[src/rtl/uart_sender_if.sv]
// uart_sender byte handshake bundle.
// Pipeline side is master, transmitter side is slave.
interface uart_sender_if;
  logic       tx_valid;
  logic [7:0] tx_data;
  logic       tx_ready;

  modport master (
    output tx_valid,
    output tx_data,
    input  tx_ready
  );

  modport slave (
    input  tx_valid,
    input  tx_data,
    output tx_ready
  );
endinterface

[src/rtl/uart_sender.sv]
// uart_sender: byte FIFO feeding an 8N1 serialiser.
// Frames go out back-to-back while bytes are queued.
module uart_sender #(
  parameter  int BAUD_DIV   = 5208,
  parameter  int FIFO_DEPTH = 4,
  localparam int CW = $clog2(FIFO_DEPTH) + 1
) (
  input  logic          clk,
  input  logic          rst_n,
  uart_sender_if.slave  bus,
  output logic          uart_tx,
  output logic          tx_busy,
  output logic [CW-1:0] fifo_count
);

  localparam int PW = $clog2(FIFO_DEPTH);
  localparam int BW = $clog2(BAUD_DIV);

  localparam logic [1:0] S_IDLE  = 2'd0;
  localparam logic [1:0] S_START = 2'd1;
  localparam logic [1:0] S_DATA  = 2'd2;
  localparam logic [1:0] S_STOP  = 2'd3;

  logic [1:0]    state;
  logic [BW-1:0] baud_cnt;
  logic [2:0]    bit_idx;
  logic [7:0]    shift;
  logic [7:0]    mem [FIFO_DEPTH];
  logic [PW-1:0] wr_ptr;
  logic [PW-1:0] rd_ptr;
  logic          push;
  logic          pop;
  logic          bit_end;
  logic          has_data;

  assign has_data     = fifo_count != '0;
  assign bit_end      = baud_cnt == BW'(BAUD_DIV - 1);
  assign bus.tx_ready = fifo_count < CW'(FIFO_DEPTH);
  assign push         = bus.tx_valid && bus.tx_ready;
  assign pop          = has_data &&
                        (state == S_IDLE ||
                         (state == S_STOP && bit_end));
  assign tx_busy      = state != S_IDLE;

  // Byte storage; pointers wrap naturally at a power-of-two depth.
  always_ff @(posedge clk) begin
    if (push) mem[wr_ptr] <= bus.tx_data;
  end

  // FIFO pointers and occupancy.
  always_ff @(posedge clk) begin
    if (!rst_n) begin
      wr_ptr     <= '0;
      rd_ptr     <= '0;
      fifo_count <= '0;
    end else begin
      if (push) wr_ptr <= wr_ptr + 1'b1;
      if (pop)  rd_ptr <= rd_ptr + 1'b1;
      unique case ({push, pop})
        2'b10:   fifo_count <= fifo_count + 1'b1;
        2'b01:   fifo_count <= fifo_count - 1'b1;
        default: fifo_count <= fifo_count;
      endcase
    end
  end

  // Frame sequencer: start, 8 data bits LSB first, stop.
  always_ff @(posedge clk) begin
    if (!rst_n) begin
      state    <= S_IDLE;
      uart_tx  <= 1'b1;
      baud_cnt <= '0;
      bit_idx  <= '0;
      shift    <= '0;
    end else begin
      unique case (state)
        S_IDLE: begin
          uart_tx <= 1'b1;
          if (pop) begin
            shift    <= mem[rd_ptr];
            state    <= S_START;
            uart_tx  <= 1'b0;
            baud_cnt <= '0;
          end
        end
        S_START: begin
          if (bit_end) begin
            state    <= S_DATA;
            uart_tx  <= shift[0];
            baud_cnt <= '0;
            bit_idx  <= '0;
          end else begin
            baud_cnt <= baud_cnt + 1'b1;
          end
        end
        S_DATA: begin
          if (bit_end) begin
            baud_cnt <= '0;
            if (bit_idx == 3'd7) begin
              state   <= S_STOP;
              uart_tx <= 1'b1;
            end else begin
              shift   <= shift >> 1;
              uart_tx <= shift[1];
              bit_idx <= bit_idx + 3'd1;
            end
          end else begin
            baud_cnt <= baud_cnt + 1'b1;
          end
        end
        S_STOP: begin
          if (bit_end) begin
            baud_cnt <= '0;
            if (pop) begin
              shift   <= mem[rd_ptr];
              state   <= S_START;
              uart_tx <= 1'b0;
            end else begin
              state   <= S_IDLE;
            end
          end else begin
            baud_cnt <= baud_cnt + 1'b1;
          end
        end
        default: begin
          state   <= S_IDLE;
          uart_tx <= 1'b1;
        end
      endcase
    end
  end

endmodule

[src/flat_wrapper.sv]
// flat-port wrapper written by rule: the top's interface ports become plain ports
module uart_sender_flat 
#(
  parameter  int BAUD_DIV   = 5208,
  parameter  int FIFO_DEPTH = 4,
  localparam int CW = $clog2(FIFO_DEPTH) + 1
)
  (clk, rst_n, uart_tx, tx_busy, fifo_count, bus_tx_valid, bus_tx_data, bus_tx_ready);
  uart_sender_if bus_i ();
  input  logic clk;
  input  logic rst_n;
  output logic uart_tx;
  output logic tx_busy;
  output logic [CW-1:0] fifo_count;
  input wire logic [$bits(bus_i.tx_valid)-1:0] bus_tx_valid;
  input wire logic [$bits(bus_i.tx_data)-1:0] bus_tx_data;
  output wire logic [$bits(bus_i.tx_ready)-1:0] bus_tx_ready;
  assign bus_i.tx_valid = bus_tx_valid;
  assign bus_i.tx_data = bus_tx_data;
  assign bus_tx_ready = bus_i.tx_ready;
  uart_sender #(.BAUD_DIV(BAUD_DIV), .FIFO_DEPTH(FIFO_DEPTH)) u_core (.clk(clk), .rst_n(rst_n), .bus(bus_i), .uart_tx(uart_tx), .tx_busy(tx_busy), .fifo_count(fifo_count));
endmodule
[config.mk]
export PLATFORM = sky130hd
export DESIGN_NAME = uart_sender_flat
export DESIGN_NICKNAME = d
export VERILOG_FILES = /design/src/rtl/uart_sender_if.sv /design/src/rtl/uart_sender.sv /design/src/flat_wrapper.sv
export SDC_FILE = /design/constraint.sdc
export NUM_CORES = 1
export LEC_CHECK = 0
export CAP_MARGIN = 40
export CELL_PAD_IN_SITES_DETAIL_PLACEMENT = 2
export CELL_PAD_IN_SITES_GLOBAL_PLACEMENT = 2
export CORE_MARGIN = 2
export CORE_UTILIZATION = 44
export CTS_CLUSTER_SIZE = 24
export DETAILED_ROUTE_END_ITERATION = 7
export PLACE_DENSITY_LB_ADDON = 0.1
export SYNTH_ARGS = -nofsm -noshare
export SYNTH_HDL_FRONTEND = slang
export SYNTH_SLANG_ARGS = --single-unit
[constraint.sdc]
create_clock -name clk -period 5.88 [get_ports clk]
set_input_delay 0.588 -clock clk [delete_from_list [all_inputs] [get_ports clk]]
set_output_delay 0.588 -clock clk [all_outputs]
set_load 0.02 [all_outputs]
After elaboration in Yosys (flattened, before gate mapping)
Memories as Yosys holds them, arrays and structs flattened. A register that Yosys moved wholly into a read port is not among the register bits.
Cells that the tools add are included.
- flip-flop bits (word level): 34
- RAM bits: 32
- input port bits: 11
- output and inout port bits: 6
- word-level logic and storage cells: 76
- memories: 1
- memories (name ; words ; width ; read ports ; clocked after memory_dff ; write ports ; RTL line ; RTL):
    u_core.mem ; 4 ; 8 ; 1 ; 1 ; 1 ; uart_sender.sv:28 ; logic [7:0] mem [FIFO_DEPTH];
- $add $sub $neg: 6
- order comparisons: 1
- equality and inequality tests: 14
- mux-type cells: 31
- reductions and logical operators: 15
- operators by type and width (cell ; number):
    8-bit 2-to-1 mux ; 4
    13-bit 2-to-1 mux ; 2
    13-bit one-hot mux with 2 select lines ; 1
    8-bit one-hot mux with 3 select lines ; 1
    2-bit 2-to-1 mux ; 7
    13-bit by 1-bit adder with 13-bit output (second input constant) ; 1
    13-bit == test (second input constant) ; 1
    2-bit by 1-bit != test with 1-bit output (second input constant) ; 6
    3-bit one-hot mux with 2 select lines ; 2
    4-bit AND reduction ; 3
    1-bit 2-to-1 mux ; 9
    3-bit 2-to-1 mux ; 3
    2-bit one-hot mux with 4 select lines ; 1
    3-bit by 1-bit adder with 3-bit output (second input constant) ; 2
    2-bit == test (second input constant) ; 3
    2-bit nonzero test ; 3
    3-bit nonzero test ; 2
    5-bit AND reduction ; 1
    2-bit by 1-bit adder with 2-bit output (second input constant) ; 2
    2-bit by 1-bit == test with 1-bit output (second input constant) ; 2
    1-bit one-hot mux with 4 select lines ; 1
    3-bit == test (second input constant) ; 1
    1-bit logical AND ; 3
    3-bit less-than comparator (second input constant) ; 1
    5 further kinds ; 5

Longest topological paths before layout
Gate-level depths: netlist (run 1).
- depth after elaboration: 7
- depth in mapped cells: 11
- mapped depth without buffers: 10

Least setup slack after synthesis (run 1)
OpenSTA, ideal clock, no wires.
- path type: register to register
- from: reg u_core.baud_cnt[0]
- to: reg u_core.fifo_count[2]
- library setup time: 0.070 ns
- arrival: 2.329 ns
- required time: 5.810 ns
- setup slack: 3.481 ns
- stages on the path, launching flop included: 12
- path buffers: 1
- clock period less this slack: 2.399 ns
- path through: dfxtp_1 > ha_1 > and4b_1 > buf_2 > a41oi_2 > nor2_1 > ha_1 > inv_1 > fa_1 > xor2_1 > or3_1 > a21oi_1
- longest elaborated chain between the ends: 6
- elaborated cells on any way between the ends: 8
- classes of those cells: eq/ne: 3; mux: 1; reduce/logical: 4
- ends and longest elaborated chain (what ; RTL line ; RTL):
    start, declared ; uart_sender.sv:25 ; logic [BW-1:0] baud_cnt;
    start signal, assigned ; uart_sender.sv:93 ; baud_cnt <= baud_cnt + 1'b1;
    start signal, assigned ; uart_sender.sv:108 ; baud_cnt <= baud_cnt + 1'b1;
    start signal, assigned ; uart_sender.sv:122 ; baud_cnt <= baud_cnt + 1'b1;
    13-bit == test (*) ; uart_sender.sv:37 ; assign bit_end = baud_cnt == BW'(BAUD_DIV - 1);
    1-bit logical AND (*) ; uart_sender.sv:42 ; (state == S_STOP && bit_end));
    1-bit logical OR (*) ; uart_sender.sv:41 ; (state == S_IDLE ||
    1-bit logical AND (*) ; uart_sender.sv:40 ; assign pop = has_data &&
    net u_core.pop ; uart_sender.sv:32 ; logic pop;
    2-bit by 1-bit == test with 1-bit output / 2-bit == test (equally long branches) ; uart_sender.sv:59 ; unique case ({push, pop})
    3-bit one-hot mux with 2 select lines / 2-bit nonzero test (equally long branches) ; -- ;
    end signal, assigned ; uart_sender.sv:60 ; 2'b10: fifo_count <= fifo_count + 1'b1;
    end signal, assigned ; uart_sender.sv:61 ; 2'b01: fifo_count <= fifo_count - 1'b1;
    end signal, assigned ; uart_sender.sv:62 ; default: fifo_count <= fifo_count;
    end, declared ; uart_sender.sv:13 ; output logic [CW-1:0] fifo_count
The timed path passes the listed nets; every way through them passes the cells marked *.
A chain may end at the register's enable or synchronous reset.

==> impl_metrics.py, run 1 <==
metrics = {
    "synth": {
        "synth_area_leaders": "edfxtp_1 (30%), dfxtp_1 (22%), mux4_2 (5.6%), ha_1 (5.4%), nand2_1 (3.1%)",
        "synthTopCellsByCount": "dfxtp_1 (36), edfxtp_1 (32), nand2_1 (27)",
        "async_reset_ff_frac": 0,
        "syn-cell-area_um2": 3240,
        "synth.distinct_cells": 55,
        "syn_nets": 307,
        "synth_ff_type": "dfxtp_1",
        "synthDominantCellAreaShare": 0.297,
        "synth_area_per_cell_um2": 11.5,
        "yosysMostFrequentCell": "dfxtp_1",
        "synthCells": 281,
        "ys_seq_elements": 68,
        "yosysWarnings": 0,
        "synth_edf_count": 32,
        "yosys.area.top_type": "edfxtp_1",
        "ys_seq_area_frac": 0.520,
    },
    "die": {
        "io-pin-count": 17,
        "die_h_um": 89.8,
        "start_util": 0.451,
        "core_um2": 7180,
        "fp.dieW_um": 89.8,
        "die_area_um2": 8060,
        "num_rows": 31,
    },
    "critical_path": {
        "startpoint_type": "input port",
        "end_kind": "flip-flop",
        "timing.rr.end": "u_core.fifo_count[2]",
        "r2r_start": "u_core.baud_cnt[0]",
        "slowest_stage": "clkdlybuf4s50_1",
        "crit_fanout": 21,
        "critical_path_class": "input port to flip-flop",
        "path_cells": "clkdlybuf4s50_1, inv_2, a311oi_2, buf_4, a41oi_1, a31oi_1",
        "rrSetupSlack_ps": 2990,
        "crit_path_start": "rst_n",
        "worstPathArrival_ps": 3210,
        "cpPeakStageDelay_ps": 1020,
        "r2r_cells": 10,
        "required_ps": 6150,
    },
    "global_route": {
        "grt_max_degree": 22,
        "grt_first_pass_wirelength_um": 14100,
        "antenna_found_initial": 0,
        "grt_pass1_vias": 2560,
        "grt_overflow_total": 0,
        "grt_usage": 0.225,
    },
    "cts": {
        "clk_latency_ps": 340,
        "clockRootBuffer": "clkbuf_8",
        "hold_buffers": 0,
        "cts_tree": "done",
        "cts_inserted_buffers": 9,
        "h-tree-depth": 3,
        "cts_sinks": 68,
        "cts_setup_buffers": 0,
        "cts.path.max_buffers": 2,
        "cts.clk_slew.worst_paths_ps": 70,
        "post_cts_resized": 0,
    },
    "placement": {
        "port_buffers": 16,
        "gp_congestion": 0.815,
        "post-dp-hpwl_um": 5870,
        "dp_slack_ps": 2670,
    },
    "detailed_routing": {
        "ant_nets": 0,
        "vias": 2322,
        "via_per_inst": 5.75,
        "wl_um": 8470,
        "drt_pass1_iterations": 4,
        "wl_per_cell_um": 21.0,
        "drtIter0Drc": 109,
        "drc": 0,
    },
    "power": {
        "p_per_area_nw_per_um2": 462,
        "vdd_drop_max_mv": 0.273,
        "p_leak_uw": 0.00130,
    },
    "final_layout": {
        "layout-drive-gt1-share": 0.128,
        "fin_nets": 326,
        "synthToLayoutAreaGrowth_pct": 12.7,
        "fillers": 730,
        "antennaDiodeCount": 0,
    },
    "status": {
        "status": "complete, no violations",
    },
    "sta": {
        "hold_viol": 0,
        "setup_ws_ps": 2940,
        "slew_violations": 0,
        "timing.final.crit_share": 0.499,
        "skew_ps": 9.76,
        "setup-violations-final": 0,
        "rsz0062_at_grt": "false",
        "tightestPinTransition_ps": 838,
        "clock.fmax_mhz": 341,
        "fin_crit_ps": 2940,
        "fin_setup_tns_ps": 0,
        "maxSlewHeadroom": 0.440,
    },
    "run": {
        "cap_viol_max_count": 0,
    },
    "hold_path": {
        "worstHoldEndpoint": "u_core.shift[3]",
        "hold_path_class": "flip-flop to flip-flop",
        "worstHoldPathCells": 2,
        "min_from": "u_core.shift[3]",
    },
}
cell usage in the layout (no fill, tap or decap), types with 2 or more instances in the layout:
cell / n
dfxtp_1: 36
edfxtp_1: 32
nand2_1: 27
a21oi_1: 18
nor2_1: 16
clkdlybuf4s50_1: 16
inv_1: 14
ha_1: 14
mux2i_1: 10
clkbuf_8: 9
a31oi_1: 8
o21ai_0: 8
mux4_2: 8
or3_1: 7
nand3_1: 7
mux2_2: 7
nand4_1: 5
o21ai_1: 5
and2_1: 4
clkinv_2: 4
nand3b_1: 3
a21o_1: 3
a22o_1: 3
xnor2_1: 3
inv_2: 2
or4_1: 2
nor3b_1: 2
xor2_1: 2
clkbuf_1: 2
through the flow:
step	power (µW)	area, µm²	util	std cells	hold WS [ps]
after floorplan	1140	3240	-	281	434
after global placement	1310	3480	0.485	387	444
after detailed placement	1360	3490	0.486	388	461
after CTS	1700	3650	0.508	404	471
after global routing	1800	3650	0.508	404	486
final	1680	3650	0.508	404	474
critical path, delay by kind of cell:
family | cells | cell delay (ps)
buffers and inverters | 3 | 1660
AO/OA/AOI/OAI | 3 | 930
final cells by class:
cell class / instances / area, µm² / area share
clock buffers: 11 / 131 / 0.0360
clock inverters: 5 / 28.8 / 0.00789
inverters: 16 / 60.1 / 0.0165
multi-input cells: 188 / 1450 / 0.399
flip-flops and latches: 68 / 1680 / 0.461
well taps: 99 / 124 / 0.0340
repair buffers: 17 / 168 / 0.0460
logic make-up (layout without fill, tap and decap cells):
group | count (synthesis) | count (layout) | share of synthesized area
buffers and inverters | 25 | 49 | 0.0309
muxes | 25 | 25 | 0.111
and+or+nand+nor | 86 | 86 | 0.146
adders and majority gates | 15 | 15 | 0.0603
xor gates and xnor gates | 5 | 5 | 0.0135
AOI/OAI and AO/OA | 57 | 57 | 0.119
DFF | 68 | 68 | 0.520
power by group:
part           internal [µW]  leakage [µW]  switching [µW]
clock                    151     0.0000868             178
combinational            297      0.000626             387
sequential               585      0.000586            85.0
per-layer routing:
metal	up-vias	share of wire	GRT usage
met3	6	0.030	0.0528
met4	0	0.010	0.0628
met5	-	0	0
met2	42	0.53	0.401
li1	1083	-	-
met1	1191	0.43	0.274
worst max path at each step:
stage | to | slack [ps] | cells after the start
floorplan | u_core.fifo_count[2] | 3480 | 11
global route | u_core.baud_cnt[12] | 2730 | 6
global placement | u_core.baud_cnt[12] | 2600 | 5
CTS | u_core.baud_cnt[12] | 2970 | 6
finish | u_core.baud_cnt[12] | 2940 | 6
detailed placement | u_core.baud_cnt[12] | 2670 | 6
state kept, by name, summed over array words and instances, names as in the netlist, named ones only:
name / flops
u_core.uart_tx: 1
u_core.fifo_count: 3
u_core.shift: 8
u_core.state: 2
u_core.mem: 32
u_core.wr_ptr: 2
u_core.rd_ptr: 2
u_core.bit_idx: 3
u_core.baud_cnt: 13
No activity file was read; power rests on OpenSTA's default activity.
==> run 2: changes to the inputs <==
Settings changed: CORE_UTILIZATION 44 to 36.
Clock period 5.88 ns to 2.4 ns, I/O delays scaled along.
==> run 2 against run 1 <==
Hold slack better by 2.5 ps. Die area increased by 21%. Sequential power rose by 140%. Design area increased by 8.5%. Count of clock-buffer cells in the layout down 2. Clock skew rose by 4.6 ps. Via count increased by 1.5%. Setup slack got worse by 2900 ps. Critical endpoint is now u_core.fifo_count[2]. Largest cell class unchanged. Largest power group unchanged.
==> impl_metrics.py, run 2 (same netlist as run 1, synthesis figures left out) <==
metrics = {
    "cts": {
        "cts.path.max_buffers": 2,
        "clockRootBuffer": "clkbuf_8",
        "cts_sinks": 68,
        "cts_tree": "done",
        "cts.clk_slew.worst_paths_ps": 90,
        "h-tree-depth": 3,
        "clk_latency_ps": 350,
        "cts_inserted_buffers": 9,
    },
    "final_layout": {
        "layout_common_cells": "edfxtp_1 (32), dfxtp_1 (31), nand2_1 (27)",
        "layout-drive-gt1-share": 0.232,
        "top_register": "u_core.mem",
        "largest_reg_flops": 32,
        "fillers": 878,
        "synthToLayoutAreaGrowth_pct": 22.3,
        "largestRegisters": "u_core.mem x32, u_core.baud_cnt x13, u_core.shift x8",
        "fin_nets": 348,
        "antennaDiodeCount": 0,
        "final_common_cell": "edfxtp_1",
    },
    "critical_path": {
        "path_cells": "nor4b_4, a41oi_2, nor2_1, ha_2, inv_2, fa_2, xor2_2, or3_4, a21oi_2",
        "cpPeakStageDelay_ps": 380,
        "startpoint_type": "flip-flop",
        "required_ps": 2700,
        "crit_fanout": 6,
        "critical_path_class": "flip-flop to flip-flop",
        "worstPathArrival_ps": 2630,
        "end_kind": "flip-flop",
        "rrSetupSlack_ps": 60,
        "crit_family": "simple AND/OR/NAND/NOR gates",
        "path_buf_inv": 1,
        "slowest_stage": "or3_4",
    },
    "placement": {
        "post-dp-hpwl_um": 5940,
        "dp_slack_ps": 25.8,
        "gp_congestion": 0.776,
        "port_buffers": 16,
    },
    "global_route": {
        "grt_usage": 0.190,
        "grt_pass1_vias": 2645,
        "antenna_found_initial": 0,
        "grt_first_pass_wirelength_um": 14200,
        "grt_overflow_total": 0,
        "grt_max_degree": 21,
    },
    "sta": {
        "skew_ps": 14.4,
        "fin_crit_ps": 2340,
        "hold_viol": 0,
        "maxSlewHeadroom": 0.629,
        "rsz0062_at_grt": "true",
        "tightestPinTransition_ps": 548,
        "setup-violations-final": 0,
        "clock.fmax_mhz": 428,
        "slew_violations": 0,
        "fin_setup_tns_ps": 0,
        "timing.final.crit_share": 0.973,
        "setup_ws_ps": 64.0,
    },
    "hold_path": {
        "hold_path_class": "flip-flop to flip-flop",
    },
    "die": {
        "die_h_um": 98.8,
        "die_area_um2": 9760,
        "num_rows": 34,
        "start_util": 0.371,
        "core_um2": 8720,
        "io-pin-count": 17,
        "fp.dieW_um": 98.8,
    },
    "detailed_routing": {
        "drt_pass1_iterations": 4,
        "wl_um": 8610,
        "vias": 2357,
        "drtIter0Drc": 37,
        "ant_nets": 0,
        "drc": 0,
        "via_per_inst": 5.42,
        "wl_per_cell_um": 19.8,
    },
    "run": {
        "cap_viol_max_count": 0,
    },
    "status": {
        "status": "complete, no violations",
    },
    "power": {
        "p_per_area_nw_per_um2": 1180,
        "p_leak_uw": 0.00146,
        "vdd_drop_max_mv": 0.474,
    },
}
## run 2: cell count changes in the layout (fill, tap and decap cells not counted), moves of 2 or more
cell,before,now
clkbuf_1,2,0
inv_2,2,4
clkinv_2,4,0
ha_1,14,12
buf_4,1,23
inv_1,14,12
dfxtp_1,36,31
bufinv_16,0,3
dfxtp_2,0,4
## run 2: cell type report
| cell class | count | area [µm²] | area share |
|---|---|---|---|
| Timing Repair Buffer | 39 | 335 | 0.0848 |
| Multi-Input combinational cell | 188 | 1490 | 0.376 |
| Sequential cell | 68 | 1690 | 0.427 |
| Tap cell | 108 | 135 | 0.0342 |
| Inverter | 16 | 60.1 | 0.0152 |
| Clock buffer | 9 | 124 | 0.0313 |
| Clock inverter | 7 | 124 | 0.0313 |
## run 2: power breakdown
group	leakage (µW)	internal [µW]	switching (µW)
Sequential	0.000589	1430	170
Clock	0.000120	697	483
Combinational	0.000752	857	1030
## run 2: through the flow
step                      area (µm²)   util  std cells  hold slack (ps)  total power, µW
after floorplan                 3240      -        281              339             2800
after global placement          3640  0.418        416              447             3350
after detailed placement        3640  0.418        416              465             3440
after CTS                       3890  0.446        432              483             4650
after global routing            3960  0.454        435              517             5000
final                           3960  0.454        435              476             4680
## run 2: path summary, 6_finish.rpt
path / depth (start not counted) / to / from
setup reg to reg: 9 / u_core.fifo_count[2] / u_core.baud_cnt[7]
setup / recovery: 9 / u_core.fifo_count[2] / u_core.baud_cnt[7]
hold reg to reg: 1 / u_core.baud_cnt[12] / u_core.baud_cnt[12]
hold / removal: 1 / u_core.baud_cnt[12] / u_core.baud_cnt[12]
## run 2: per-layer routing
layer / track usage / wire length [µm] / up-vias
li1: - / - / 1129
met1: 0.246 / 3950 / 1197
met2: 0.323 / 4400 / 24
met3: 0.0326 / 161 / 7
met4: 0.0601 / 92 / 0
met5: 0 / 0 / -
## run 2: timing repair
item	in CTS	in global routing
hold buffers	0	0
gates resized for setup	0	16
setup endpoints to repair	0	2
setup buffers	0	3
endpoints found under the hold margin	0	0
## run 2: worst register-to-register path: stages (launching register included)
cell and delay (ps):
dfxtp_4 370, nor4b_4 340, a41oi_2 190, nor2_1 140, ha_2 200, inv_2 40, fa_2 360, xor2_2 160
or3_4 380, a21oi_2 110
==> run 3: changes to the inputs <==
Settings changed: CORE_UTILIZATION 36 to 37, CTS_BUF_LIST set to sky130_fd_sc_hd__clkbuf_2.
==> run 3 against run 2 <==
Hold slack got worse by 150 ps. Non-clock buffer count increased by 2. Utilization is 0.49 points lower. Maximum frequency increased by 0.17%. Sequential power barely moved. Clock skew grew 8.9 ps. Sequential share of layout area rose by 1.2 points. Setup slack gained 4.1 ps. Largest power group unchanged.
==> impl_metrics.py, run 3 (same netlist as run 1, synthesis figures left out) <==
metrics = {
    "status": {
        "status": "complete, no violations",
    },
    "detailed_routing": {
        "wl_met3_um": 207,
        "wl_met2_um": 4190,
        "ant_nets": 0,
        "drt-met1-wl_um": 3980,
        "vias": 2389,
        "drc": 0,
        "wl_um": 8530,
        "drtIter0Drc": 89,
        "top_layer_used": "met4",
        "drt_pass1_iterations": 4,
        "wl_per_cell_um": 19.5,
        "via_per_inst": 5.45,
    },
    "cts": {
        "cts_inserted_buffers": 9,
        "h-tree-depth": 3,
        "cts_tree": "done",
        "clk_latency_ps": 520,
        "cts.clk_slew.worst_paths_ps": 220,
        "cts_sinks": 68,
        "clockRootBuffer": "clkbuf_2",
        "cts.path.max_buffers": 2,
    },
    "sta": {
        "maxSlewHeadroom": 0.606,
        "hold_viol": 0,
        "slew_violations": 0,
        "clock.fmax_mhz": 429,
        "setup_ws_ps": 68.0,
        "rsz0062_at_grt": "true",
        "setup-violations-final": 0,
        "skew_ps": 23.3,
        "fin_crit_ps": 2330,
        "tightestPinTransition_ps": 582,
        "timing.final.crit_share": 0.972,
    },
    "final_layout": {
        "design_area_um2": 3860,
        "final_common_cell": "edfxtp_1",
        "top_register": "u_core.mem",
        "layout_common_cells": "edfxtp_1 (32), dfxtp_1 (29), nand2_1 (27)",
        "synthToLayoutAreaGrowth_pct": 19.2,
        "layout-drive-gt1-share": 0.234,
        "largest_reg_flops": 32,
        "fillers": 892,
        "largestRegisters": "u_core.mem x32, u_core.baud_cnt x13, u_core.shift x8",
        "fin_nets": 350,
    },
    "critical_path": {
        "required_ps": 2860,
        "rrSetupSlack_ps": 70,
        "r2r_cells": 9,
        "r2r_start": "u_core.baud_cnt[8]",
        "critical_path_class": "flip-flop to flip-flop",
        "crit_fanout": 2,
        "startpoint_type": "flip-flop",
        "end_kind": "flip-flop",
        "worstPathArrival_ps": 2790,
        "timing.rr.end": "u_core.fifo_count[2]",
    },
    "global_route": {
        "grt_usage": 0.189,
        "antenna_found_initial": 1,
        "grt_max_degree": 21,
        "grt_pass1_vias": 2621,
        "grt_overflow_total": 0,
        "grt_first_pass_wirelength_um": 13900,
    },
    "power": {
        "p_leak_uw": 0.00142,
        "p_per_area_nw_per_um2": 1110,
        "vdd_drop_max_mv": 0.508,
    },
    "die": {
        "start_util": 0.377,
        "core_um2": 8590,
        "fp.dieW_um": 97.5,
        "io-pin-count": 17,
        "die_area_um2": 9510,
        "die_h_um": 97.5,
        "num_rows": 34,
    },
    "placement": {
        "gp_congestion": 0.831,
        "placed_area_um2": 3650,
        "dp_slack_ps": 53.7,
        "port_buffers": 16,
        "post-dp-hpwl_um": 6000,
    },
    "hold_path": {
        "hold_path_class": "input port to flip-flop",
        "worstHoldEndpoint": "u_core.mem[0][6]",
        "min_from": "bus_tx_data[6]",
        "worstHoldPathCells": 1,
    },
    "run": {
        "cap_viol_max_count": 0,
    },
}
==> run 3: worst max path at each step <==
stage	endpoint	slack (ps)	start	cells past startpoint
floorplan	u_core.fifo_count[2]	1	u_core.baud_cnt[0]	11
global placement	u_core.fifo_count[2]	130	u_core.baud_cnt[0]	10
detailed placement	u_core.fifo_count[2]	50	u_core.baud_cnt[0]	10
CTS	u_core.fifo_count[2]	1	u_core.baud_cnt[0]	10
global route	u_core.fifo_count[2]	-90	u_core.baud_cnt[8]	9
finish	u_core.fifo_count[2]	70	u_core.baud_cnt[8]	9
==> run 3: timing repair <==
| action | in CTS | in global routing |
|---|---|---|
| pin swaps | 0 | 6 |
| hold buffers | 0 | 0 |
| buffers inserted | 0 | 4 |
| setup endpoints to repair | 2 | 1 |
| gates cloned | 0 | 0 |
| gates resized for setup | 5 | 10 |
==> run 3: stage by stage <==
stage / hold slack [ps] / TNS, ps / power, µW / instances / utilization
6_report: 329 / 0 / 4300 / 438 / 0.449
5_1_grt: 275 / -94.1 / 4610 / 438 / 0.449
4_1_cts: 283 / 0 / 4280 / 433 / 0.442
3_5_place_dp: 459 / 0 / 3440 / 417 / 0.425
3_3_place_gp: 445 / 0 / 3360 / 417 / 0.425
2_1_floorplan: 339 / 0 / 2800 / 281 / -
==> run 3: critical path, stage by stage (launching register included) <==
cell and delay (ps):
dfxtp_2 380, nor4b_4 330, a41oi_2 190, nor2_1 160, ha_2 200, inv_2 40, fa_2 330, xor2_1 160
or3_1 380, a21oi_2 110
==> run 3: routing by layer <==
layer,up-vias,track usage
met5,-,0
met4,0,0.0737
met3,13,0.0374
met2,32,0.315
met1,1203,0.243
li1,1141,-
==> run 3: power breakdown <==
part	switching [µW]	total [µW]	internal [µW]	leakage, µW
clock	467	819	352	0.0000829
sequential	160	1600	1440	0.000590
combinational	1030	1880	846	0.000750
total	1660	4300	2640	0.00142
==> run 3: cell type report <==
cell class                      instances  area (µm²)  area share
Inverter                               16        60.1      0.0156
Clock inverter                          7        98.8      0.0256
Clock buffer                            9        45.0      0.0117
Antenna cell                            1        2.50    0.000649
Multi-Input combinational cell        188        1480       0.383
Tap cell                              108         135      0.0350
Timing Repair Buffer                   41         347      0.0899
Sequential cell                        68        1690       0.439
